`config.mk`:
```
export PLATFORM = sky130hd
export DESIGN_NAME = uart_rx
export DESIGN_NICKNAME = d
export VERILOG_FILES = /design/src/rtl/uart_rx.sv
export SDC_FILE = /design/constraint.sdc
export NUM_CORES = 1
export LEC_CHECK = 0
export BUFFER_PORTS_ARGS = -buffer_cell sky130_fd_sc_hd__buf_2
export CORE_ASPECT_RATIO = 1.5
export CORE_UTILIZATION = 45
export DETAILED_ROUTE_END_ITERATION = 10
export PLACE_DENSITY = 0.71
export SLEW_MARGIN = 20
export SYNTH_ARGS = -nofsm -noshare
export SYNTH_HDL_FRONTEND = slang
export SYNTH_SLANG_ARGS = --single-unit
export TNS_END_PERCENT = 30
```
`constraint.sdc`:
```
create_clock -name clk -period 2 [get_ports clk]
set_input_delay 0 -clock clk [delete_from_list [all_inputs] [get_ports clk]]
set_output_delay 0 -clock clk [all_outputs]
set_load 0.05 [all_outputs]
```
`src/rtl/uart_rx.sv`:
```
// rtl/uart_rx.sv - UART receiver with 2-flop rx synchronizer; optional even parity via UART_RX_PARITY_EN
module uart_rx #(
    parameter int CLKS_PER_BIT = 16,
    parameter int DATA_BITS    = 8
) (
    input  logic                 clk,
    input  logic                 clr,
    input  logic                 rx,
    input  logic                 ack,
    output logic [DATA_BITS-1:0] data,
    output logic                 valid,
    output logic                 framing_err,
    output logic                 overrun
);

    localparam int TW = $clog2(CLKS_PER_BIT);
    localparam int BW = $clog2(DATA_BITS);
    localparam logic [TW-1:0] T_HALF = TW'(CLKS_PER_BIT / 2);
    localparam logic [TW-1:0] T_LAST = TW'(CLKS_PER_BIT - 1);
    localparam logic [BW-1:0] B_LAST = BW'(DATA_BITS - 1);

    typedef enum logic [2:0] {
        IDLE,
        START,
        DATA,
`ifdef UART_RX_PARITY_EN
        PARITY,
`endif
        STOP,
        WAIT_HIGH
    } state_t;

    state_t                 state, state_n;
    logic [TW-1:0]          timer, timer_n;
    logic [BW-1:0]          bit_cnt, bit_cnt_n;
    logic [DATA_BITS-1:0]   shift, shift_n;
    logic                   rx_m, rx_s;
    logic                   good, bad;
`ifdef UART_RX_PARITY_EN
    logic                   par_err, par_err_n;
`endif

    // Two-flop synchronizer; idles high so reset never looks like a start bit
    always_ff @(posedge clk or posedge clr) begin
        if (clr) begin
            rx_m <= 1'b1;
            rx_s <= 1'b1;
        end else begin
            rx_m <= rx;
            rx_s <= rx_m;
        end
    end

    // Frame state, bit-timer, bit counter and shift register
    always_ff @(posedge clk or posedge clr) begin
        if (clr) begin
            state   <= IDLE;
            timer   <= '0;
            bit_cnt <= '0;
            shift   <= '0;
`ifdef UART_RX_PARITY_EN
            par_err <= 1'b0;
`endif
        end else begin
            state   <= state_n;
            timer   <= timer_n;
            bit_cnt <= bit_cnt_n;
            shift   <= shift_n;
`ifdef UART_RX_PARITY_EN
            par_err <= par_err_n;
`endif
        end
    end

    // Next-state: sample mid-bit, timer restarts at every sample point so no drift accumulates
    always_comb begin
        state_n   = state;
        timer_n   = timer;
        bit_cnt_n = bit_cnt;
        shift_n   = shift;
        good      = 1'b0;
        bad       = 1'b0;
`ifdef UART_RX_PARITY_EN
        par_err_n = par_err;
`endif
        case (state)
            IDLE: begin
                if (!rx_s) begin
                    state_n = START;
                    timer_n = '0;
                end
            end
            START: begin
                if (timer == T_HALF) begin
                    timer_n   = '0;
                    bit_cnt_n = '0;
                    state_n   = rx_s ? IDLE : DATA;
                end else begin
                    timer_n = timer + 1'b1;
                end
            end
            DATA: begin
                if (timer == T_LAST) begin
                    timer_n   = '0;
                    shift_n   = {rx_s, shift[DATA_BITS-1:1]};
                    bit_cnt_n = bit_cnt + 1'b1;
                    if (bit_cnt == B_LAST) begin
`ifdef UART_RX_PARITY_EN
                        state_n = PARITY;
`else
                        state_n = STOP;
`endif
                    end
                end else begin
                    timer_n = timer + 1'b1;
                end
            end
`ifdef UART_RX_PARITY_EN
            PARITY: begin
                if (timer == T_LAST) begin
                    timer_n   = '0;
                    par_err_n = ^{shift, rx_s};
                    state_n   = STOP;
                end else begin
                    timer_n = timer + 1'b1;
                end
            end
`endif
            STOP: begin
                if (timer == T_LAST) begin
                    timer_n = '0;
                    if (rx_s) begin
                        state_n = IDLE;
`ifdef UART_RX_PARITY_EN
                        if (par_err) bad = 1'b1;
                        else         good = 1'b1;
`else
                        good = 1'b1;
`endif
                    end else begin
                        bad     = 1'b1;
                        state_n = WAIT_HIGH;
                    end
                end else begin
                    timer_n = timer + 1'b1;
                end
            end
            WAIT_HIGH: begin
                if (rx_s) state_n = IDLE;
            end
            default: state_n = IDLE;
        endcase
    end

    // Consumer handshake: load on good frame unless an unacked byte is still held
    always_ff @(posedge clk or posedge clr) begin
        if (clr) begin
            data        <= '0;
            valid       <= 1'b0;
            framing_err <= 1'b0;
            overrun     <= 1'b0;
        end else begin
            framing_err <= bad;
            overrun     <= 1'b0;
            if (good) begin
                if (!valid || ack) begin
                    data  <= shift;
                    valid <= 1'b1;
                end else begin
                    overrun <= 1'b1;
                end
            end else if (ack) begin
                valid <= 1'b0;
            end
        end
    end

endmodule

```
* After elaboration in Yosys (flattened, before gate mapping)
Index checks and enable logic that the tools add are counted.
** Word-level totals
- Register bits after elaboration :: 31
- Input bits :: 4
- Output and inout bits :: 11
- Word-level logic and storage cells :: 66
** Operators by class
- Add/sub/neg operators :: 2
- Equality and inequality tests :: 14
- Multiplexer cells :: 27
- Reduce and logical (&&, ||, !) cells :: 13
** Operator list (number)
- $mux W3 :: 9
- $pmux W3 S5 :: 1
- $mux W4 :: 3
- $ne A2 B2 Y1 const B :: 6
- $pmux W4 S3 :: 1
- $mux W1 :: 11
- $eq A4 B4 Y1 const B :: 2
- $reduce_and A2 Y1 :: 4
- $eq A3 B2 Y1 const B :: 2
- $eq A3 B3 Y1 const B :: 2
- $pmux W3 S2 :: 1
- $reduce_and A6 Y1 :: 1
- $add A4 B1 Y4 const B :: 1
- $reduce_bool A2 Y1 :: 2
- $add A3 B1 Y3 const B :: 1
- $eq A3 B1 Y1 const B :: 1
- $logic_not A3 Y1 :: 1
- $reduce_and A3 Y1 :: 1
- $reduce_bool A3 Y1 :: 1
- $mux W2 :: 1
- $ne A2 B1 Y1 const B :: 1
- $reduce_or A2 Y1 :: 1
- $logic_not A1 Y1 :: 1
- $logic_or A1 B1 Y1 :: 1

* Logic depth before layout (Yosys ltp)
Gate-level depths: netlist of the first run.
- Word-level depth :: 5
- Mapped depth :: 7
- Mapped depth without buffers :: 6

* Least setup slack after synthesis of the first run
OpenSTA, ideal clock, no wires.
- Path type :: register to register
- From :: reg timer[0]
- To :: reg data[0]
- Library setup time :: 0.125 ns
- Arrival time :: 1.557 ns
- Required time :: 1.875 ns
- Slack :: 0.317 ns
- Stages on the path, launching flop included :: 8
- Buffers on the path :: 2
- Clock period less this slack :: 1.683 ns
- Cell sequence :: dfrtp_1 ha_1 and3_1 buf_6 nand4_2 nor2b_2 buf_6 mux2_4
** On the way
- Cells in the longest elaborated chain, start to end :: 4
** RTL lines
- from (decl) :: line 34 : logic [TW-1:0] timer, timer_n;
- from (signal assigned) :: line 66 : timer <= timer_n;
- $eq A4 B4 Y1 :: line 130 : if (timer == T_LAST) begin
- $mux W1 :: line 130
- $mux W1 :: line 86 : case (state)
- $reduce_and A2 Y1 (no source line)
- to (signal assigned) :: line 167 : data <= shift;
- to (decl) :: line 10 : output logic [DATA_BITS-1:0] data,
No other way between the ends.
A chain may end at the register's enable or synchronous reset.

* Worst setup path in the final report of the first run
- From :: reg timer[0]
- To :: reg data[2]
The elaborated chain is that of the path after synthesis.

==> results of run 1 <==
per-layer routing:
metal / vias to the layer above / GRT usage, % / share of wire, %
met5: - / 0 / 0
met1: 427 / 23.9 / 43
li1: 415 / - / -
met3: 6 / 5.43 / 2.9
met4: 0 / 8.33 / 2.4
met2: 13 / 26.2 / 51
timing repair:
action / 4_1_cts / 5_1_grt
hold buffers: 2 / 0
resized for setup: 0 / 1
endpoints found under the hold margin: 30 / 0
setup endpoints to repair: 0 / 8
buffers inserted: 0 / 0
power breakdown:
part	leakage (nW)	switching, mW	internal (mW)
sequential	0.417	0.0953	0.694
combinational	0.386	0.186	0.161
clock	0.0505	0.233	0.313
total	0.854	0.515	1.17
worst max-delay path, stage by stage (launching register included):
cell,delay (ns)
dfrtp_1,0.43
ha_1,0.22
and3_2,0.29
nand4_2,0.15
nor2b_2,0.19
buf_12,0.15
mux2_4,0.30
final cells by class:
type                       instances  area [µm²]  share of cell area, %
timing repair buffer              20         133                   8.05
multi-input combinational         64         566                   34.3
tap                               39        48.8                   2.96
clock buffer                       7        96.3                   5.85
sequential                        31         778                   47.2
inverter                           5        18.8                   1.14
clock inverter                     1        7.51                  0.456
cells by family after synthesis:
| logic type | share of synthesized area (%) |
|---|---|
| DFF | 55.3 |
| and+or+nand+nor | 11.3 |
| muxes | 16.0 |
| AOI/OAI and AO/OA | 9.24 |
| buffers and inverters | 4.62 |
| adders and majority gates | 3.56 |
path summary, 6_finish.rpt:
check / from / endpoint / slack (ns) / cells past startpoint
worst min register to register: rx_m / rx_s / 0.35 / 0
worst min-delay path: ack / overrun / 0.02 / 3
worst max-delay path: timer[0] / data[2] / 0.15 / 6
max in group asynchronous: clr / rx_m / 1.34 / 4
min in group asynchronous: clr / shift[2] / 0.33 / 4
worst max register to register: timer[0] / data[2] / 0.15 / 6
flip-flops by register name, indices dropped and copies added (netlist names):
name and count:
framing_err 1, state 3, rx_m 1, timer 4, data 8, overrun 1
shift 8, bit_cnt 3, valid 1, rx_s 1
cell usage in the layout, fill, tap and decap left out, types with 2 or more instances in the layout:
cell type,netlist,routed
clkbuf_8,0,7
a21oi_1,3,3
buf_4,1,3
dfrtp_1,29,29
ha_1,4,4
buf_2,0,14
dfstp_2,2,2
mux2_2,7,7
nand2b_1,3,3
nor2_1,6,6
inv_1,5,5
nand2_1,6,6
dlygate4sd3_1,0,2
a22o_2,2,2
mux2_4,9,9
nand3_1,3,3
a21o_1,2,2
stage by stage:
| step | setup slack, ns | cells | hold WS [ns] |
|---|---|---|---|
| global placement | 0.139 | 157 | 0.0847 |
| CTS | 0.0512 | 167 | 0.00919 |
| floorplan | 0.317 | 105 | 0.00448 |
| finish | 0.152 | 167 | 0.0184 |
| detailed placement | 0.0882 | 157 | 0.0907 |
| global route | 0.0617 | 167 | 0.0279 |
==> results.md, run 1 <==
* Die Width at 47.7 µm
* CTS tree: yes
* PD cells at ~1000 nW/µm²
* Drt total wl at 2.29 mm
* Top-count cell post-synth: dfrtp_1
* Layout cells sized above 1 at around 42%
* First-pass GRT wire length at 4.25 mm
* Detailed Routing Iterations Pass 1 at 4
* Worst slew margin at 76.0%
* Hold Crit Class: input pin to flop
* Fin. max-slew vios at 0
* Via density at between 5 and 6
* Status: complete, no violations
* Worst-margin pin slew at between 0.3 and 0.4 ns
* Yosys reg bits at 31
* DP Area at 1520 µm²
* Req. time, crit path at about 2.2 ns
* IO buf count at 14
* Post-synth EDFFs at 0
* Yosys warns at 0
* Area contributors post-synth: dfrtp_1 52%, mux2_4 9.6%, mux2_2 5.6%, dfstp_2 3.7%, ha_1 3.6%
* H-tree Lvls at 2
* Antenna Nets Post-Route at 0
* Vias after detailed routing at ~860
* Inserted Clock Buffers at 5
* CORE AREA at just under 3000 µm²
* N_diodes at 0
* Mean Syn Cell Area at 13.4 µm²
* Root Driver: clkbuf_8
* F_max at 541 MHz
* Peak supply drop at between 500 and 600 µV
* RSZ-0062 raised after global routing: no
* Register area share after synthesis at between 50% and 60%
* Die area at approximately 3400 µm²
* Fin. Hold Viols at 0
* Largest net degree at the start of global routing at 32
* Final min period at between 1.5 and 2 ns
* GPL Wtd Cong at roughly 0.85
* CP Capture Type: flop
* DRC Markers at 0
* Die Y at between 70 and 80 µm
* Fill count at approximately 270
* Synth Flop Type: dfrtp_1
* Final number of setup-violating endpoints at 0
* Top cell type's share of synthesized area at around half
* Final Cell Area at 1650 µm²
* Clk_lat worst skew at roughly 0.28 ns
* DR WL/cell at approximately 14 µm
* Cell variety after synth at 35
* Share of flip-flops with an asynchronous set or reset at 100%
* Num ports at 15
* Crit-path max FO at 8
* Fin nets at around 140
* Starting density of the core at a little under half
* Post-synth top cells: 29 x dfrtp_1, 9 x mux2_4, 7 x mux2_2
* Overall Global Routing Usage at 17.9%
* Vias in the first global route at ~900
* Area of the mapped netlist at between 1000 and 1500 µm²
* Initial antenna violation count at 0
* Worst Path Arrival at about 2.0 ns
* Setup TNS at 0 ns
* Rows at 24
* Clock Path Buffers at 2
* Reg clk slew, reported paths at 0.07 ns
* Gr ovfl total at 0
* Synth Net Count at roughly 110
* DRT iter0 DRCs at 26
* Cells after synthesis at 105
* Fin util at between 50% and 60%
* Total of max-cap violations at 0
* Worst-case clock skew at slightly below 0.006 ns
* Clk sink count at 31
* Pleak at around 0.85 nW
* Final HPWL from detailed placement at approximately 1.6 mm
* Total power at about 1.7 mW
* Crit Path Class: flop to flop
* CP Launch Type: flop
* Area leader, netlist: dfrtp_1
* Synth-to-layout area growth at 17.1%
* Crit share post-route at 92.4%
(Power assumes the default switching activity.)
==> run 2, diff against run 1 <==
RECOVER_POWER = 25   (was not set)
==> results.md, run 2 (synthesized netlist as in run 1, its figures left out) <==
* Worst reg2reg startpoint: timer[0]
* Die Y at 70.5 µm (unchanged)
* Worst Path Arrival at 2.01 ns (about the same)
* Fill count at 267 (+0.38%)
* Detailed Routing Iterations Pass 1 at 4 (unchanged)
* Via density at 5.16 (unchanged)
* Hold slack at 0.0184 ns (unchanged)
* Drt total wl at 2.29 mm (unchanged)
* Starting density of the core at 47.8% (unchanged)
* Fin. max-slew vios at 0 (unchanged)
* Area of the multi-input gates at 566 µm² (unchanged)
* DRC Markers at 0 (unchanged)
* Total of max-cap violations at 0 (unchanged)
* Biggest regs: data: 8 flops, shift: 8 flops, timer: 4 flops
* Die area at 3360 µm² (unchanged)
* Commonest non-fill, non-tap cell in the layout: dfrtp_1
* Initial antenna violation count at 0 (unchanged)
* Fin. Hold Viols at 0 (unchanged)
* Storage element area at 778 µm² (unchanged)
* Layout cells sized above 1 at 42.2% (unchanged)
* Reg clk slew, reported paths at 0.07 ns (about the same)
* Vias in the first global route at 911 (unchanged)
* CTS tree: yes
* Final number of setup-violating endpoints at 0 (unchanged)
* Commonest cells after routing, fill and taps aside: 29 x dfrtp_1, 14 x buf_2, 9 x mux2_4, 7 x mux2_2, 7 x clkbuf_8
* DRT iter0 DRCs at 26 (unchanged)
* DP Area at 1520 µm² (unchanged)
* Hold Crit Class: input pin to flop
* Setup TNS at 0 ns (unchanged)
* Worst-case clock skew at 0.00588 ns (unchanged)
* F_max at 541 MHz (unchanged)
* Clk sink count at 31 (unchanged)
* CP Capture Type: flop
* Final min period at 1.85 ns (unchanged)
* Final Cell Area at 1650 µm² (-0.15%)
* Post-place setup slack at 0.0882 ns (unchanged)
* Crit share post-route at 92.4% (unchanged)
* Gr ovfl total at 0 (unchanged)
* Status: complete, no violations
* R2R Setup Slk at 0.15 ns (about the same)
* PD cells at 1020 nW/µm² (+0.11%)
* Worst-margin pin slew at 0.748 ns (+0.398 ns)
* Num ports at 15 (unchanged)
* Clock Path Buffers at 2 (unchanged)
* N_diodes at 0 (unchanged)
* Setup Fix Bufs, Post-CTS at 0 (unchanged)
* Inserted Clock Buffers at 5 (unchanged)
* Dpl cells at 157 (unchanged)
* First-pass GRT wire length at 4.25 mm (unchanged)
* CP Launch Point: timer[0]
* Crit Path Class: flop to flop
* Fin nets at 135 (unchanged)
* Req. time, crit path at 2.17 ns (about the same)
* CORE AREA at 2940 µm² (unchanged)
* Worst slew margin at 50.1% (-26 points)
* CP Launch Type: flop
* Crit-path max FO at 8 (unchanged)
* Rows at 24 (unchanged)
* RSZ-0062 raised after global routing: no
* Largest net degree at the start of global routing at 32 (unchanged)
* Die Width at 47.7 µm (unchanged)
* Root Driver: clkbuf_8
* Hold_sp: ack
* Overall Global Routing Usage at 17.9% (unchanged)
* H-tree Lvls at 2 (unchanged)
* Fin cells at 167 (unchanged)
* Worst setup margin at 0.152 ns (unchanged)
* Peak supply drop at 568 µV (about the same)
* Final HPWL from detailed placement at 1.60 mm (unchanged)
* Clk_lat worst skew at 0.28 ns (about the same)
* DR WL/cell at 13.7 µm (unchanged)
* Synth-to-layout area growth at 16.9%
* Vias after detailed routing at 861 (unchanged)
* Antenna Nets Post-Route at 0 (unchanged)
* GPL Wtd Cong at 0.854 (unchanged)
* IO buf count at 14 (unchanged)
* Pleak at 0.853 nW (about the same)
## run 2: cell types whose count changed in the layout (fill, tap and decap cells not counted), sizes merged
cell / change
buf: -1
clkbuf: +1
## run 2: worst max-delay path, stage by stage (launching register included)
cell	delay (ns)
dfrtp_1	0.43
ha_1	0.22
and3_2	0.29
nand4_2	0.15
nor2b_2	0.19
buf_12	0.15
mux2_4	0.30
## run 2: path summary, 6_finish.rpt
path	cells past startpoint	end
max	6	data[2]
min	3	overrun
max reg2reg	6	data[2]
min reg2reg	0	rx_s
max in group asynchronous	4	data[6]
min in group asynchronous	4	shift[2]
## run 2: per-stage QoR
step           power, mW  utilization [%]
3_3_place_gp        1.13             51.7
2_1_floorplan       1.07                -
5_1_grt             1.79             55.9
4_1_cts             1.70             56.0
3_5_place_dp        1.15             51.7
6_report            1.68             55.9
## run 2: area by class of cell
| type | instances | share of cell area (%) |
|---|---|---|
| flip-flops and latches | 31 | 47.3 |
| multi-input cells | 64 | 34.4 |
| repair buffers | 20 | 7.91 |
| clock buffers | 7 | 5.86 |
| well taps | 39 | 2.97 |
| inverters | 5 | 1.14 |
| clock inverters | 1 | 0.456 |
## run 2: report_power, final
group	leakage (nW)	internal (mW)	switching (mW)
logic	0.385	0.160	0.186
clock network	0.0505	0.313	0.233
registers	0.417	0.694	0.0953
## run 2: layer usage
layer / part of all wire [%] / wire [µm] / global-route usage [%]
met1: 43 / 996 / 23.9
met2: 51 / 1170 / 26.2
met3: 2.9 / 67 / 5.43
met4: 2.4 / 55 / 8.33
met5: 0 / 0 / 0
## run 2: repair_timing
item                       CTS  global route
setup endpoints to repair    0             8
gates resized for setup      0             1
hold endpoints to repair    30             0
hold buffers                 2             0
==> run 3, diff against run 2 <==
HOLD_SLACK_MARGIN = 0.1   (was not set)
==> results.md, run 3 (synthesized netlist as in run 1, its figures left out) <==
* Hold Crit Class: flop to flop
* Root Driver: clkbuf_8
* DRC Markers at 0 (unchanged)
* Worst slew margin at 50.0% (-0.16 points)
* Total of max-cap violations at 0 (unchanged)
* Gr ovfl total at 0 (unchanged)
* Crit share post-route at 92.4% (about the same)
* N_diodes at 0 (unchanged)
* First-pass GRT wire length at 4.25 mm (unchanged)
* Fin. max-slew vios at 0 (unchanged)
* Total power at 1.68 mW (+0.10%)
* DR WL/cell at 13.7 µm (-0.33%)
* H-tree Lvls at 2 (unchanged)
* RSZ-0062 raised after global routing: no
* Worst reg2reg startpoint: timer[0]
* Die area at 3360 µm² (unchanged)
* R2r endpoint: data[2]
* CORE AREA at 2940 µm² (unchanged)
* CP Capture Type: flop
* Commonest cells after routing, fill and taps aside: 29 x dfrtp_1, 14 x buf_2, 9 x mux2_4, 7 x mux2_2, 7 x clkbuf_8
* Drt total wl at 2.30 mm (+0.26%)
* Largest net degree at the start of global routing at 32 (unchanged)
* Die Y at 70.5 µm (unchanged)
* GPL Wtd Cong at 0.854 (unchanged)
* Num ports at 15 (unchanged)
* Area of the multi-input gates at 566 µm² (unchanged)
* Storage element area at 778 µm² (unchanged)
* CTS tree: yes
* Peak supply drop at 568 µV (about the same)
* Pleak at 0.858 nW (+0.49%)
* F_max at 541 MHz (about the same)
* PD cells at 1020 nW/µm² (-0.50%)
* Final HPWL from detailed placement at 1.60 mm (unchanged)
* Rows at 24 (unchanged)
* CP Launch Type: flop
* Final min period at 1.85 ns (-0.000468 ns)
* Final number of setup-violating endpoints at 0 (unchanged)
* Vias after detailed routing at 864 (+0.35%)
* Die Width at 47.7 µm (unchanged)
* Worst-case clock skew at 0.00589 ns (+0.0000102 ns)
* Antenna Nets Post-Route at 0 (unchanged)
* Req. time, crit path at 2.17 ns (about the same)
* IO buf count at 14 (unchanged)
* Worst Path Arrival at 2.01 ns (about the same)
* Status: complete, no violations
* Crit Path Class: flop to flop
* Hold_sp: rx_m
* Commonest non-fill, non-tap cell in the layout: dfrtp_1
* Starting density of the core at 47.8% (unchanged)
* Reg clk slew, reported paths at 0.07 ns (about the same)
* Worst-margin pin slew at 0.750 ns (+0.00236 ns)
* Layout cells sized above 1 at 41.9% (-0.33 points)
* R2R Setup Slk at 0.15 ns (about the same)
* Overall Global Routing Usage at 17.9% (unchanged)
* Vias in the first global route at 913 (+0.22%)
* Setup TNS at 0 ns (unchanged)
* Via density at 5.14 (-0.25%)
* DRT iter0 DRCs at 19 (-27%)
* Inserted Clock Buffers at 5 (unchanged)
* Crit-path max FO at 8 (unchanged)
* R2R depth at 6 (unchanged)
* Fin. Hold Viols at 0 (unchanged)
* Biggest regs: data: 8 flops, shift: 8 flops, timer: 4 flops
* Hold Path Stages at 0 (-3)
* Hold Path End: rx_s
* Synth-to-layout area growth at 17.6%
* Detailed Routing Iterations Pass 1 at 4 (unchanged)
* Fin nets at 136 (+0.74%)
* Fill count at 266 (-0.37%)
* Clk_lat worst skew at 0.28 ns (about the same)
* Clock Path Buffers at 2 (unchanged)
* Initial antenna violation count at 0 (unchanged)
* Clk sink count at 31 (unchanged)
-- run 3: changes by cell type in the layout (fill, tap and decap cells not counted) --
cell / before / now
dlygate4sd3_1: 2 / 3
-- run 3: cell type report --
class / count / share of cell area (%)
multi-input combinational: 64 / 34.2
clock buffer: 7 / 5.82
tap: 39 / 2.95
clock inverter: 1 / 0.454
inverter: 5 / 1.13
sequential: 31 / 47.0
timing repair buffer: 21 / 8.47
-- run 3: critical path: stages (launching register included) --
cell	delay, ns
dfrtp_1	0.43
ha_1	0.22
and3_2	0.29
nand4_2	0.15
nor2b_2	0.19
buf_12	0.15
mux2_4	0.30
-- run 3: how the worst max path moves through the flow --
stage	to	cells after the start	slack [ns]	startpoint
5_1_grt	data[0]	6	0.06	timer[0]
3_5_place_dp	data[2]	6	0.09	timer[0]
2_1_floorplan	data[0]	7	0.32	timer[0]
3_3_place_gp	data[1]	6	0.14	timer[0]
6_report	data[2]	6	0.15	timer[0]
4_1_cts	data[2]	6	0.05	timer[0]
-- run 3: what timing repair did --
action                                 CTS  global route
buffers inserted                         0             0
hold buffers                             3             0
gates resized for setup                  0             1
setup endpoints to repair                0             8
endpoints found under the hold margin   34             0
-- run 3: power breakdown --
part / switching, mW / internal, mW
Clock: 0.233 / 0.313
Sequential: 0.0953 / 0.694
Combinational: 0.187 / 0.162
Total: 0.515 / 1.17
-- run 3: layer usage --
layer | GRT usage, % | share of wire (%)
met1 | 23.9 | 44
met4 | 8.33 | 2.4
met3 | 5.43 | 2.9
met2 | 26.2 | 51
met5 | 0 | 0
-- run 3: through the flow --
step           instances  instance area (µm²)  utilization (%)  hold WS [ns]  setup WS (ns)
2_1_floorplan        105                 1410                -       0.00448          0.317
3_3_place_gp         157                 1520             51.7        0.0847          0.139
3_5_place_dp         157                 1520             51.7        0.0907         0.0882
4_1_cts              168                 1660             56.3         0.326         0.0512
5_1_grt              168                 1660             56.3         0.358         0.0617
6_report             168                 1660             56.3         0.351          0.152
